==> config.mk <==
export PLATFORM = sky130hd
export DESIGN_NAME = hvac_actuator_scheduler
export DESIGN_NICKNAME = d
export VERILOG_FILES = /design/src/rtl/greenhouse_pkg.sv /design/src/rtl/tick_timer.sv /design/src/rtl/hvac_actuator_scheduler.sv
export SDC_FILE = /design/constraint.sdc
export NUM_CORES = 1
export LEC_CHECK = 0
export CAP_MARGIN = 20
export CORE_ASPECT_RATIO = 0.6
export CORE_MARGIN = 3
export CORE_UTILIZATION = 49
export DETAILED_ROUTE_END_ITERATION = 16
export PLACE_DENSITY = 0.86
export SKIP_CTS_REPAIR_TIMING = 1
export SYNTH_ARGS = -nofsm -noshare
export SYNTH_HDL_FRONTEND = slang
export SYNTH_SLANG_ARGS = --single-unit
==> constraint.sdc <==
create_clock -name clk -period 2.71 [get_ports clk]
set_clock_uncertainty 0.2 [all_clocks]
set_input_delay 0.542 -clock clk [delete_from_list [all_inputs] [get_ports clk]]
set_output_delay 0.542 -clock clk [all_outputs]
set_load 0.01 [all_outputs]
==> src/rtl/greenhouse_pkg.sv <==
// rtl/greenhouse_pkg.sv - shared greenhouse climate types, threshold defaults and clamp bounds
//
// Shared by the actuator scheduler and the hysteresis temperature controller.
// Contents:
//   sched_state_t      actuator sequencing states
//   *_DEFAULT          threshold reset values
//   *_MIN / *_MAX      legal threshold window; configuration writes are clamped into it
//   clamp_u8()         saturate an unsigned byte into [lo, hi]
package greenhouse_pkg;

   typedef enum logic [1:0] {
      IDLE = 2'd0,
      COOL = 2'd1,
      HEAT = 2'd2,
      REST = 2'd3
   } sched_state_t;

   localparam logic [7:0] COOLDOWN_DEFAULT = 8'd95;
   localparam logic [7:0] HEATUP_DEFAULT   = 8'd60;

   localparam logic [7:0] COOLDOWN_MIN = 8'd90;
   localparam logic [7:0] COOLDOWN_MAX = 8'd120;
   localparam logic [7:0] HEATUP_MIN   = 8'd10;
   localparam logic [7:0] HEATUP_MAX   = 8'd80;

   // Out-of-range values snap to the nearest bound instead of being rejected.
   function automatic logic [7:0] clamp_u8(input logic [7:0] value,
                                           input logic [7:0] lo,
                                           input logic [7:0] hi);
      logic [7:0] result;
      if (value < lo) begin
         result = lo;
      end else if (value > hi) begin
         result = hi;
      end else begin
         result = value;
      end
      return result;
   endfunction

endpackage

==> src/rtl/tick_timer.sv <==
// rtl/tick_timer.sv - loadable saturating down-counter advanced by a tick strobe
//
// Ports:
//   clk, rst_n   clock, synchronous active-low reset (count -> 0)
//   tick         timebase strobe; count decrements only when high
//   load         load load_val this cycle (takes priority over tick)
//   load_val     value to load
//   zero         count is zero
module tick_timer #(
   parameter int CNT_W = 8
) (
   input  logic             clk,
   input  logic             rst_n,
   input  logic             tick,
   input  logic             load,
   input  logic [CNT_W-1:0] load_val,
   output logic             zero
);

   logic [CNT_W-1:0] count;

   always_ff @(posedge clk) begin
      if (!rst_n) begin
         count <= '0;
      end else if (load) begin
         count <= load_val;
      end else if (tick && (count != '0)) begin
         // Saturates at zero; never wraps.
         count <= count - 1'b1;
      end
   end

   assign zero = (count == '0);

endmodule

==> src/rtl/hvac_actuator_scheduler.sv <==
// rtl/hvac_actuator_scheduler.sv - heater/cooler relay sequencer with threshold config registers
//
// Turns heat/cool requests into mutually exclusive relay drives with a minimum
// on-time and a minimum rest-time, and holds the cooldown/heatup thresholds
// used by the temperature controller.
// Ports:
//   clk, rst_n             clock, synchronous active-low reset
//   tick                   timebase strobe for the on/rest timers
//   cool_req, heat_req     requests from the temperature controller
//   cfg_valid/cfg_ready    config write handshake (accepted only while idle)
//   cfg_sel, cfg_data      0 = cooldown, 1 = heatup; unsigned value, clamped
//   cooldown_th, heatup_th active thresholds
//   cooler_on, heater_on   relay drives, never both high
//   conflict               sticky flag: both requests seen high together
module hvac_actuator_scheduler
   import greenhouse_pkg::*;
#(
   parameter int MIN_ON  = 8,
   parameter int MIN_OFF = 4,
   parameter int CNT_W   = 8
) (
   input  logic       clk,
   input  logic       rst_n,
   input  logic       tick,
   input  logic       cool_req,
   input  logic       heat_req,
   input  logic       cfg_valid,
   input  logic       cfg_sel,
   input  logic [7:0] cfg_data,
   output logic       cfg_ready,
   output logic [7:0] cooldown_th,
   output logic [7:0] heatup_th,
   output logic       cooler_on,
   output logic       heater_on,
   output logic       conflict
);

   localparam logic [CNT_W-1:0] ON_VAL  = CNT_W'(MIN_ON);
   localparam logic [CNT_W-1:0] OFF_VAL = CNT_W'(MIN_OFF);

   sched_state_t     state;
   sched_state_t     next_state;
   logic             timer_load;
   logic [CNT_W-1:0] timer_val;
   logic             timer_zero;
   logic             cfg_fire;

   tick_timer #(
      .CNT_W (CNT_W)
   ) u_timer (
      .clk      (clk),
      .rst_n    (rst_n),
      .tick     (tick),
      .load     (timer_load),
      .load_val (timer_val),
      .zero     (timer_zero)
   );

   always_comb begin
      next_state = state;
      timer_load = 1'b0;
      timer_val  = ON_VAL;
      case (state)
         IDLE: begin
            // Cooling wins when both requests arrive together.
            if (cool_req) begin
               next_state = COOL;
               timer_load = 1'b1;
            end else if (heat_req) begin
               next_state = HEAT;
               timer_load = 1'b1;
            end
         end
         COOL: begin
            if (timer_zero && (!cool_req || heat_req)) begin
               next_state = REST;
               timer_load = 1'b1;
               timer_val  = OFF_VAL;
            end
         end
         HEAT: begin
            if (timer_zero && (!heat_req || cool_req)) begin
               next_state = REST;
               timer_load = 1'b1;
               timer_val  = OFF_VAL;
            end
         end
         REST: begin
            if (timer_zero) begin
               next_state = IDLE;
            end
         end
         default: next_state = IDLE;
      endcase
   end

   // cfg_ready is a registered copy of "state is IDLE".
   assign cfg_fire = cfg_valid && cfg_ready;

   always_ff @(posedge clk) begin
      if (!rst_n) begin
         state       <= IDLE;
         cooler_on   <= 1'b0;
         heater_on   <= 1'b0;
         cfg_ready   <= 1'b1;
         conflict    <= 1'b0;
         cooldown_th <= COOLDOWN_DEFAULT;
         heatup_th   <= HEATUP_DEFAULT;
      end else begin
         state     <= next_state;
         // Relay drives decoded from next_state so they are registered yet
         // track the state without an extra cycle of lag.
         cooler_on <= (next_state == COOL);
         heater_on <= (next_state == HEAT);
         cfg_ready <= (next_state == IDLE);
         conflict  <= conflict | (cool_req & heat_req);
         if (cfg_fire) begin
            if (cfg_sel) begin
               heatup_th <= clamp_u8(cfg_data, HEATUP_MIN, HEATUP_MAX);
            end else begin
               cooldown_th <= clamp_u8(cfg_data, COOLDOWN_MIN, COOLDOWN_MAX);
            end
         end
      end
   end

endmodule

* After elaboration in Yosys (flattened, before gate mapping)
Index checks and enable logic that the tools add are counted.
** Storage, ports and cells
- Flip-flop bits (word level) :: 30
- Bits in latches :: 0
- Memory bits (writable) :: 0
- Bits in read-only memories :: 0
- Input port bits :: 15
- Word-level logic and storage cells :: 56
- Memories :: 0
** Cells by class
- Add/subtract/negate cells :: 1
- Multiply operators :: 0
- Divide/modulo/power cells :: 0
- Order comparisons :: 4
- Equality and inequality tests :: 5
- Shift operators :: 0
- Multiplexer cells :: 20
- Bitwise gates (word level) :: 3
- Reductions and logical operators :: 15
** Operator list (count)
- 2-to-1 mux 8 bit :: 6
- greater-than comparator 8 x 7 -> 1 bit, second input constant :: 2
- 2-to-1 mux 2 bit :: 5
- zero test 8 bit :: 1
- less-than comparator 8 x 4 -> 1 bit, second input constant :: 1
- less-than comparator 8 x 7 -> 1 bit, second input constant :: 1
- 2-to-1 mux 4 bit :: 2
- case mux 2 bit (4 select lines) :: 1
- case mux 4 bit (2 select lines) :: 1
- nonzero test 8 bit :: 1
- subtractor 8 x 1 -> 8 bit, second input constant :: 1
- equality test 2 bit, second input constant :: 3
- equality test 2 x 1 -> 1 bit, second input constant :: 2
- logical AND 1 bit :: 4
- zero test 2 bit :: 2
- 2-to-1 mux 1 bit :: 4
- AND reduction 2 bit :: 2
- case mux 1 bit (3 select lines) :: 1
- zero test 1 bit :: 2
- logical OR 1 bit :: 2
- nonzero test 2 bit :: 1
- bitwise AND 1 bit :: 1
- NOT 1 bit :: 1
- bitwise OR 1 bit :: 1

* Logic depth before layout (Yosys ltp)
Gate-level depths: netlist (run 1).
- Word-level depth :: 6
- Mapped depth :: 8
- Mapped depth without buffers :: 7

* Hierarchy
A second synthesis (run 1) with hierarchy kept.
** Second synthesis, totals
- Cells, all modules :: 185
- Area, all modules :: 1585.3 um^2
** Modules (own cells, without submodules)
- hvac_actuator_scheduler :: instances 1, cells an instance 127, area an instance 1077.3 um^2, sequential area each 440.4 um^2
- tick_timer :: instances 1, cells an instance 58, area an instance 508.0 um^2, sequential area each 160.2 um^2

* Worst setup path after synthesis (run 1)
OpenSTA, ideal clock, no wires.
- Kind :: reg2reg
- Start :: reg u_timer.count[0]
- End :: reg u_timer.count[1]
- Library setup time :: 131 ps
- Data arrival time :: 1616 ps
- Required time :: 2379 ps
- Setup slack :: 763 ps
- Stages on the path, launching flop included :: 9
- Path buffers :: 1
- Path through :: dfxtp_1 -> inv_1 -> ha_1 -> nor3b_2 -> nand2_2 -> o31ai_4 -> or2_1 -> buf_6 -> a311oi_2
** Between the ends
- Word-level cells in the longest chain between the ends :: 5
- Elaborated cells between the ends (all ways) :: 12
** RTL lines
- start: declaration :: RTL line tick_timer.sv:20 : logic [CNT_W-1:0] count;
- start signal: assignment :: RTL line tick_timer.sv:26 : count <= load_val;
- start signal: assignment :: RTL line tick_timer.sv:29 : count <= count - 1'b1;
- branches (longest 5 deep; another with subtractor 8 x 1 -> 8 bit)
Several ways; the timed one is not identified. The select of a mux whose other input is x is not followed.
A chain may end at the register's enable or synchronous reset.

* Worst setup path in the final report (run 1)
Same ends and word-level chain as after synthesis.

==> out/summary.json, run 1 <==
{
  "synthesis": {
    "synth_edf_count": 0,
    "synth_area_sq_mm": 0.00154,
    "ys_top_cells_by_count": "sky130_fd_sc_hd__dfxtp_1, sky130_fd_sc_hd__nor2_1, sky130_fd_sc_hd__a21oi_1, sky130_fd_sc_hd__o21ai_1, sky130_fd_sc_hd__nand2_1",
    "yosys_most_used_dff": "sky130_fd_sc_hd__dfxtp_1",
    "yosys_register_bits": 30,
    "dominant_cell_by_count_in_the_synthesized_netlist": "sky130_fd_sc_hd__dfxtp_1",
    "postSynthNetCount": 199,
    "yosysWarningCount": 0,
    "postSynth.asyncResetShare_pct": 0,
    "synthCells": 176,
    "ys_top_cells_by_area": "sky130_fd_sc_hd__dfxtp_1, sky130_fd_sc_hd__ha_1, sky130_fd_sc_hd__nor2_1, sky130_fd_sc_hd__a21oi_1, sky130_fd_sc_hd__o21ai_1",
    "synthDominantAreaCellType": "sky130_fd_sc_hd__dfxtp_1",
    "synth.yosys.seq_area_share_pct": 39.1,
    "postSynthAreaPerCell_sq_um": 8.73,
    "synth.top_cell.area_share_pct": 39.1,
    "synth_cell_type_count": 50
  },
  "setup_path": {
    "slowest_stage": "sky130_fd_sc_hd__nor3b_2",
    "worst_setup_path_end_kind": "flop",
    "worstPathCellList": "inv_1 > ha_1 > nor3b_2 > nand2_2 > o31ai_4 > or2_1 > a311oi_2",
    "startpoint_kind_of_the_worst_setup_timing_path": "flop",
    "worstPathMaxFanout": 6,
    "r2r_slack_ps": 400,
    "rr_startpoint": "u_timer.count[0]$_SDFFE_PN0P_",
    "critPathArrivalTime_ps": 2260,
    "timing_worst_setup_path_type": "reg -> reg",
    "worst_ep_required_time_ps": 2660,
    "crit_path_end": "u_timer.count[1]$_SDFFE_PN0P_",
    "cp_slowest_stage_delay_ps": 410,
    "worstReg2RegEnd": "u_timer.count[1]$_SDFFE_PN0P_",
    "critPathLaunch": "u_timer.count[0]$_SDFFE_PN0P_",
    "r2r.worst_path.cells": 7
  },
  "routing": {
    "detail-route-antenna-nets": 0,
    "viasPerCell": 5.62,
    "firstDrtPassIters": 4,
    "detailedRoute.firstIterationViolations": 110,
    "route.detailed.drc": 0,
    "wire_per_inst_microns": 15.4,
    "wl_microns": 3950,
    "vias": 1439
  },
  "sta": {
    "post-route-period-util_pct": 85.2,
    "setup_viol_count_final": 0,
    "hold_ws_ps": 259,
    "finalMaxSlewViolations": 0,
    "fmaxAchievable_mhz": 433,
    "final_hold_viol_count": 0,
    "final.setup.worst_slack_ps": 400,
    "timing.max_slew.rel_slack_pct": 67.5,
    "worst_max_slew_pin_slew_ps": 483,
    "fin_setup_tns_ps": 0,
    "rsz0062_at_grt": "false",
    "period_minus_slack_ps": 2310
  },
  "place": {
    "port-buffer-count": 34,
    "gpl.final_weighted_congestion": 0.925,
    "placement.setup.worst_slack_ps": 151,
    "detail_placement_hpwl_microns": 3020
  },
  "global_routing": {
    "grt_pass1_wl_microns": 6550,
    "gr-total-overflow": 0,
    "grt_max_degree": 13,
    "via_count_of_the_first_global_routing_pass": 1368,
    "grt_usage_pct": 21.8,
    "antenna_found_initial": 0
  },
  "power": {
    "p_seq_share_pct": 30.1,
    "total_switching_power_uw": 848,
    "power.switching_fraction_pct": 40.4,
    "power.internal_uw": 1250,
    "power_frac_clock_pct": 20.8,
    "power.density_mw_per_mm2": 1040,
    "comb_power_share_pct": 49.1,
    "power_leakage_uw": 0.000782,
    "maximum_resistive_drop_on_vdd_mv": 0.586
  },
  "die": {
    "io-pin-count": 35,
    "dieHeight_microns": 49.4,
    "core-area_sq_mm": 0.00293,
    "start_util_pct": 52.5,
    "die_w_microns": 78.3,
    "dieArea_sq_mm": 0.00387,
    "rows": 15
  },
  "clocking": {
    "cts_tree": "done",
    "cts-buffers-inserted": 5,
    "ctsLongestPathBuffers": 2,
    "clock-root-buffer": "sky130_fd_sc_hd__clkbuf_8",
    "cts-htree-levels": 2,
    "clk_pin_slew_ps": 70,
    "clock_latency_ps": 280,
    "clock_sink_count": 30
  },
  "cells_and_area": {
    "fin_util_pct": 69.1,
    "flow.area_growth_from_synthesis_pct": 31.7,
    "design.final.nets": 236,
    "antennaDiodeCount": 0,
    "drive_above_1_share_pct": 11.7
  },
  "hold_path": {
    "class_of_the_tightest_hold_or_removal_check": "reg -> reg"
  },
  "run_status": {
    "status": "completed"
  },
  "flow_run": {
    "max_cap_viols": 0
  }
}
how the worst min path moves through the flow:
| stage | startpoint | to | slack [ps] | cells past startpoint |
|---|---|---|---|---|
| after floorplan | cooldown_th[6]$_SDFFE_PN1P_ | cooldown_th[6]$_SDFFE_PN1P_ | 290 | 1 |
| after global placement | cooldown_th[6]$_SDFFE_PN1P_ | cooldown_th[6]$_SDFFE_PN1P_ | 230 | 1 |
| after detailed placement | cooldown_th[6]$_SDFFE_PN1P_ | cooldown_th[6]$_SDFFE_PN1P_ | 240 | 1 |
| after CTS | cooldown_th[6]$_SDFFE_PN1P_ | cooldown_th[6]$_SDFFE_PN1P_ | 260 | 1 |
| after global routing | cooldown_th[6]$_SDFFE_PN1P_ | cooldown_th[6]$_SDFFE_PN1P_ | 280 | 1 |
| final | cooldown_th[6]$_SDFFE_PN1P_ | cooldown_th[6]$_SDFFE_PN1P_ | 260 | 1 |
critical path, delay by kind of cell, from the launching register on:
kind,cells,cell delay [ps]
and+or+nand+nor,3,930
AOI/OAI and AO/OA,2,410
DFF,1,320
adders and majority gates,1,200
buffers and inverters,1,120
flip-flops by register name (all words and copies together), names as in the netlist:
name,flops
cooldown_th,8
heatup_th,8
u_timer.count,8
state,2
cfg_ready,1
conflict,1
cooler_on,1
heater_on,1
logic make-up (layout without fill, tap and decap cells):
logic type,after synthesis,after routing,synth area share [%]
and+or+nand+nor,64,64,23.1
AOI/OAI and AO/OA,51,51,23.2
buffers and inverters,17,55,4.64
adders and majority gates,8,8,6.51
DFF,30,30,39.1
xor gates and xnor gates,6,6,3.42
power groups by stage:
| stage | registers (uW) | clock network (uW) | logic [uW] |
|---|---|---|---|
| after floorplan | 641 | 0 | 726 |
| after global placement | 628 | 0 | 963 |
| after detailed placement | 639 | 0 | 1010 |
| after CTS | 630 | 447 | 1020 |
| after global routing | 644 | 469 | 1120 |
| final | 632 | 438 | 1030 |
routing by layer:
| metal | wire length, microns | up-vias | GRT usage [%] |
|---|---|---|---|
| met5 | 0 | - | 0 |
| met4 | 13 | 0 | 6.40 |
| met3 | 339 | 2 | 6.09 |
| met2 | 1830 | 61 | 35.2 |
| met1 | 1770 | 669 | 28.5 |
| li1 | - | 707 | - |
cells in the final DEF (no fill, tap or decap), types with 4 or more instances in the layout:
cell and count:
sky130_fd_sc_hd__o21ai_1 11, sky130_fd_sc_hd__nand2_1 10, sky130_fd_sc_hd__nor4_1 4, sky130_fd_sc_hd__dfxtp_1 30, sky130_fd_sc_hd__inv_1 9, sky130_fd_sc_hd__clkbuf_8 5
sky130_fd_sc_hd__nor2_2 5, sky130_fd_sc_hd__ha_1 8, sky130_fd_sc_hd__nor2_1 17, sky130_fd_sc_hd__clkdlybuf4s50_1 34, sky130_fd_sc_hd__a21oi_1 12, sky130_fd_sc_hd__nor3_1 7
metrics by stage:
| stage | total power [uW] | cell area (sq um) | instances |
|---|---|---|---|
| after global routing | 2230 | 2020 | 256 |
| after global placement | 1590 | 1910 | 248 |
| after floorplan | 1370 | 1540 | 176 |
| after detailed placement | 1650 | 1910 | 248 |
| after CTS | 2100 | 2020 | 256 |
| final | 2100 | 2020 | 256 |
cell type report:
type,count,area (sq um)
Inverter,11,41.3
Fill cell,235,905
Timing Repair Buffer,36,355
Tap cell,42,52.6
Multi-Input combinational cell,129,865
Clock inverter,3,40.0
Sequential cell,30,601
Clock buffer,5,68.8
Note: power is estimated with default switching activity, not from simulation.
==> inputs of run 2 (changes only) <==
--- a/config.mk
+++ b/config.mk
@@ -8,9 +8,9 @@
 export CAP_MARGIN = 20
 export CORE_ASPECT_RATIO = 0.6
 export CORE_MARGIN = 3
-export CORE_UTILIZATION = 49
+export CORE_UTILIZATION = 53
 export DETAILED_ROUTE_END_ITERATION = 16
-export PLACE_DENSITY = 0.86
+export PLACE_DENSITY = 0.92
 export SKIP_CTS_REPAIR_TIMING = 1
 export SYNTH_ARGS = -nofsm -noshare
 export SYNTH_HDL_FRONTEND = slang
==> constraint.sdc (replaced) <==
create_clock -name clk -period 2.9 [get_ports clk]
set_clock_uncertainty 0.2 [all_clocks]
set_input_delay 0.58 -clock clk [delete_from_list [all_inputs] [get_ports clk]]
set_output_delay 0.58 -clock clk [all_outputs]
set_load 0.01 [all_outputs]
==> out/summary.json, run 2 (synthesized netlist as in run 1, its figures left out) <==
{
  "setup_path": {
    "critPathLaunch": "heat_req",
    "rr_startpoint": "u_timer.count[0]$_SDFFE_PN0P_",
    "worstPathCellList": "clkdlybuf4s50_1 > nand2b_1 > a21oi_1 > o31ai_4 > or2_1 > a311oi_2",
    "cp.buffers_inverters": {"value": 1, "change": "unchanged"},
    "cp_slowest_stage_delay": {"value": 500, "unit": "ps", "change": "+90 ps"},
    "critical-path-top-delay-family": "compound AO/OA/AOI/OAI gates",
    "critPathArrivalTime": {"value": 2370, "unit": "ps", "change": "+110 ps"},
    "worst_setup_path_end_kind": "flop",
    "slowest_stage": "sky130_fd_sc_hd__clkdlybuf4s50_1",
    "startpoint_kind_of_the_worst_setup_timing_path": "primary input",
    "r2r_slack": {"value": 560, "unit": "ps", "change": "+160 ps"},
    "timing_worst_setup_path_type": "in -> reg",
    "worst_ep_required_time": {"value": 2880, "unit": "ps", "change": "+220 ps"},
    "worstPathMaxFanout": {"value": 6, "change": "unchanged"}
  },
  "sta": {
    "timing.max_slew.rel_slack": {"value": 67.6, "unit": "%", "change": "about the same"},
    "worst_max_slew_pin_slew": {"value": 482, "unit": "ps", "change": "-0.775 ps"},
    "final_hold_viol_count": {"value": 0, "change": "unchanged"},
    "period_minus_slack_ps": 2390,
    "fin_setup_tns": {"value": 0, "unit": "ps", "change": "unchanged"},
    "post-route-period-util_pct": 82.4,
    "fmaxAchievable_mhz": 419,
    "rsz0062_at_grt": "false",
    "setup_viol_count_final": {"value": 0, "change": "unchanged"},
    "finalMaxSlewViolations": {"value": 0, "change": "unchanged"}
  },
  "cells_and_area": {
    "drive_above_1_share": {"value": 10.4, "unit": "%", "change": "-1.3 points"},
    "fin_util": {"value": 75.2, "unit": "%", "change": "+6.1 points"},
    "flow.area_growth_from_synthesis_pct": 28.7,
    "fillers": {"value": 179, "change": "-24%"},
    "seq_area": {"value": 601, "unit": "sq um", "change": "unchanged"},
    "mostFrequentLayoutCell": "sky130_fd_sc_hd__clkdlybuf4s50_1",
    "top_regs": "cooldown_th (8), heatup_th (8), u_timer.count (8)",
    "final_cell_mix": "sky130_fd_sc_hd__clkdlybuf4s50_1, sky130_fd_sc_hd__dfxtp_1, sky130_fd_sc_hd__nor2_1",
    "design.final.nets": {"value": 235, "change": "-0.42%"},
    "antennaDiodeCount": {"value": 0, "change": "unchanged"},
    "multiInputGateArea": {"value": 865, "unit": "sq um", "change": "unchanged"}
  },
  "place": {
    "port-buffer-count": {"value": 34, "change": "unchanged"},
    "gpl.final_weighted_congestion": {"value": 0.871, "change": "-5.9%"},
    "detail_placement_hpwl": {"value": 2980, "unit": "microns", "change": "-1.3%"}
  },
  "die": {
    "dieHeight": {"value": 47.7, "unit": "microns", "change": "-3.4%"},
    "dieArea": {"value": 0.00360, "unit": "sq mm", "change": "-6.8%"},
    "die_w": {"value": 75.5, "unit": "microns", "change": "-3.6%"},
    "io-pin-count": {"value": 35, "change": "unchanged"},
    "rows": {"value": 14, "change": "-1"},
    "core-area": {"value": 0.00263, "unit": "sq mm", "change": "-10%"},
    "start_util": {"value": 58.5, "unit": "%", "change": "+6.0 points"}
  },
  "routing": {
    "detailedRoute.firstIterationViolations": {"value": 123, "change": "+12%"},
    "wire_per_inst": {"value": 16.3, "unit": "microns", "change": "+5.5%"},
    "firstDrtPassIters": {"value": 4, "change": "unchanged"},
    "vias": {"value": 1479, "change": "+2.8%"},
    "wl": {"value": 3950, "unit": "microns", "change": "+0.10%"},
    "viasPerCell": {"value": 6.09, "change": "+8.3%"},
    "detail-route-antenna-nets": {"value": 0, "change": "unchanged"},
    "route.detailed.drc": {"value": 0, "change": "unchanged"}
  },
  "clocking": {
    "ctsLongestPathBuffers": {"value": 2, "change": "unchanged"},
    "cts_tree": "done",
    "cts-htree-levels": {"value": 2, "change": "unchanged"},
    "clock-root-buffer": "sky130_fd_sc_hd__clkbuf_8",
    "clock_latency": {"value": 270, "unit": "ps", "change": "about the same"},
    "cts-buffers-inserted": {"value": 5, "change": "unchanged"},
    "clock_sink_count": {"value": 30, "change": "unchanged"},
    "clk_pin_slew": {"value": 60, "unit": "ps", "change": "about the same"}
  },
  "power": {
    "power.internal": {"value": 1100, "unit": "uW", "change": "-12%"},
    "power.switching_fraction": {"value": 41.6, "unit": "%", "change": "+1.3 points"},
    "p_seq_share": {"value": 31.6, "unit": "%", "change": "+1.5 points"},
    "maximum_resistive_drop_on_vdd": {"value": 0.625, "unit": "mV", "change": "+6.5%"},
    "comb_power_share": {"value": 51.4, "unit": "%", "change": "+2.3 points"},
    "total_switching_power": {"value": 784, "unit": "uW", "change": "-7.6%"},
    "power_leakage": {"value": 0.000763, "unit": "uW", "change": "-2.4%"},
    "power_frac_clock": {"value": 17.0, "unit": "%", "change": "-3.8 points"},
    "power.density": {"value": 952, "unit": "mW/mm^2", "change": "-8.3%"}
  },
  "global_routing": {
    "via_count_of_the_first_global_routing_pass": {"value": 1332, "change": "-2.6%"},
    "grt_usage": {"value": 23.6, "unit": "%", "change": "+1.8 points"},
    "antenna_found_initial": {"value": 0, "change": "unchanged"},
    "gr-total-overflow": {"value": 0, "change": "unchanged"},
    "grt_pass1_wl": {"value": 6240, "unit": "microns", "change": "-4.6%"},
    "grt_max_degree": {"value": 13, "change": "unchanged"}
  },
  "flow_run": {
    "max_cap_viols": {"value": 0, "change": "unchanged"}
  },
  "hold_path": {
    "class_of_the_tightest_hold_or_removal_check": "reg -> reg",
    "worst_hold_startpoint": "cooldown_th[6]$_SDFFE_PN1P_"
  },
  "run_status": {
    "status": "completed"
  }
}
[run 2: cell types whose count changed in the layout (fill, tap and decap cells not counted), sizes merged]
cell / before / now
buf: 2 / 1
bufinv: 1 / 0
clkbuf: 5 / 6
clkinv: 2 / 0
[run 2: per-stage QoR]
stage | setup WS (ps) | hold WS [ps] | instances | instance area (sq um) | power, uW
after detailed placement | 272 | 238 | 237 | 1890 | 1540
after global routing | 421 | 280 | 243 | 1980 | 2010
after floorplan | 953 | 290 | 176 | 1540 | 1280
final | 511 | 242 | 243 | 1980 | 1880
after CTS | 531 | 251 | 243 | 1980 | 1880
after global placement | 369 | 226 | 237 | 1890 | 1480
[run 2: path summary, 6_finish.rpt]
path,cells after the start,end
min,1,cooldown_th[6]$_SDFFE_PN1P_
min reg2reg,1,cooldown_th[6]$_SDFFE_PN1P_
max reg2reg,7,u_timer.count[1]$_SDFFE_PN0P_
max,6,u_timer.count[1]$_SDFFE_PN0P_
[run 2: cell type report]
type / instances / area share (%)
multi-input combinational: 129 / 43.7
tap: 32 / 2.03
sequential: 30 / 30.4
clock buffer: 6 / 4.18
inverter: 11 / 2.09
timing repair buffer: 35 / 17.6
[run 2: routing by layer]
metal / part of all wire [%] / track usage, % / vias up
li1: - / - / 706
met1: 43 / 31.3 / 692
met4: 0.86 / 5.57 / 0
met2: 47 / 38.4 / 76
met3: 9.9 / 7.13 / 5
met5: 0 / 0 / -
[run 2: power groups by stage]
stage	clock [uW]	sequential, uW	combinational, uW
6_report	320	596	968
5_1_grt	343	606	1060
4_1_cts	326	594	958
3_5_place_dp	0	599	938
3_3_place_gp	0	592	888
2_1_floorplan	0	599	678
[run 2: worst reg2reg max path, cell delays in order (launching register included)]
cell and delay [ps]:
sky130_fd_sc_hd__dfxtp_1 320, sky130_fd_sc_hd__inv_1 110, sky130_fd_sc_hd__ha_1 190, sky130_fd_sc_hd__nor3b_2 440, sky130_fd_sc_hd__nand2_2 190, sky130_fd_sc_hd__o31ai_4 320, sky130_fd_sc_hd__or2_1 350, sky130_fd_sc_hd__a311oi_2 80
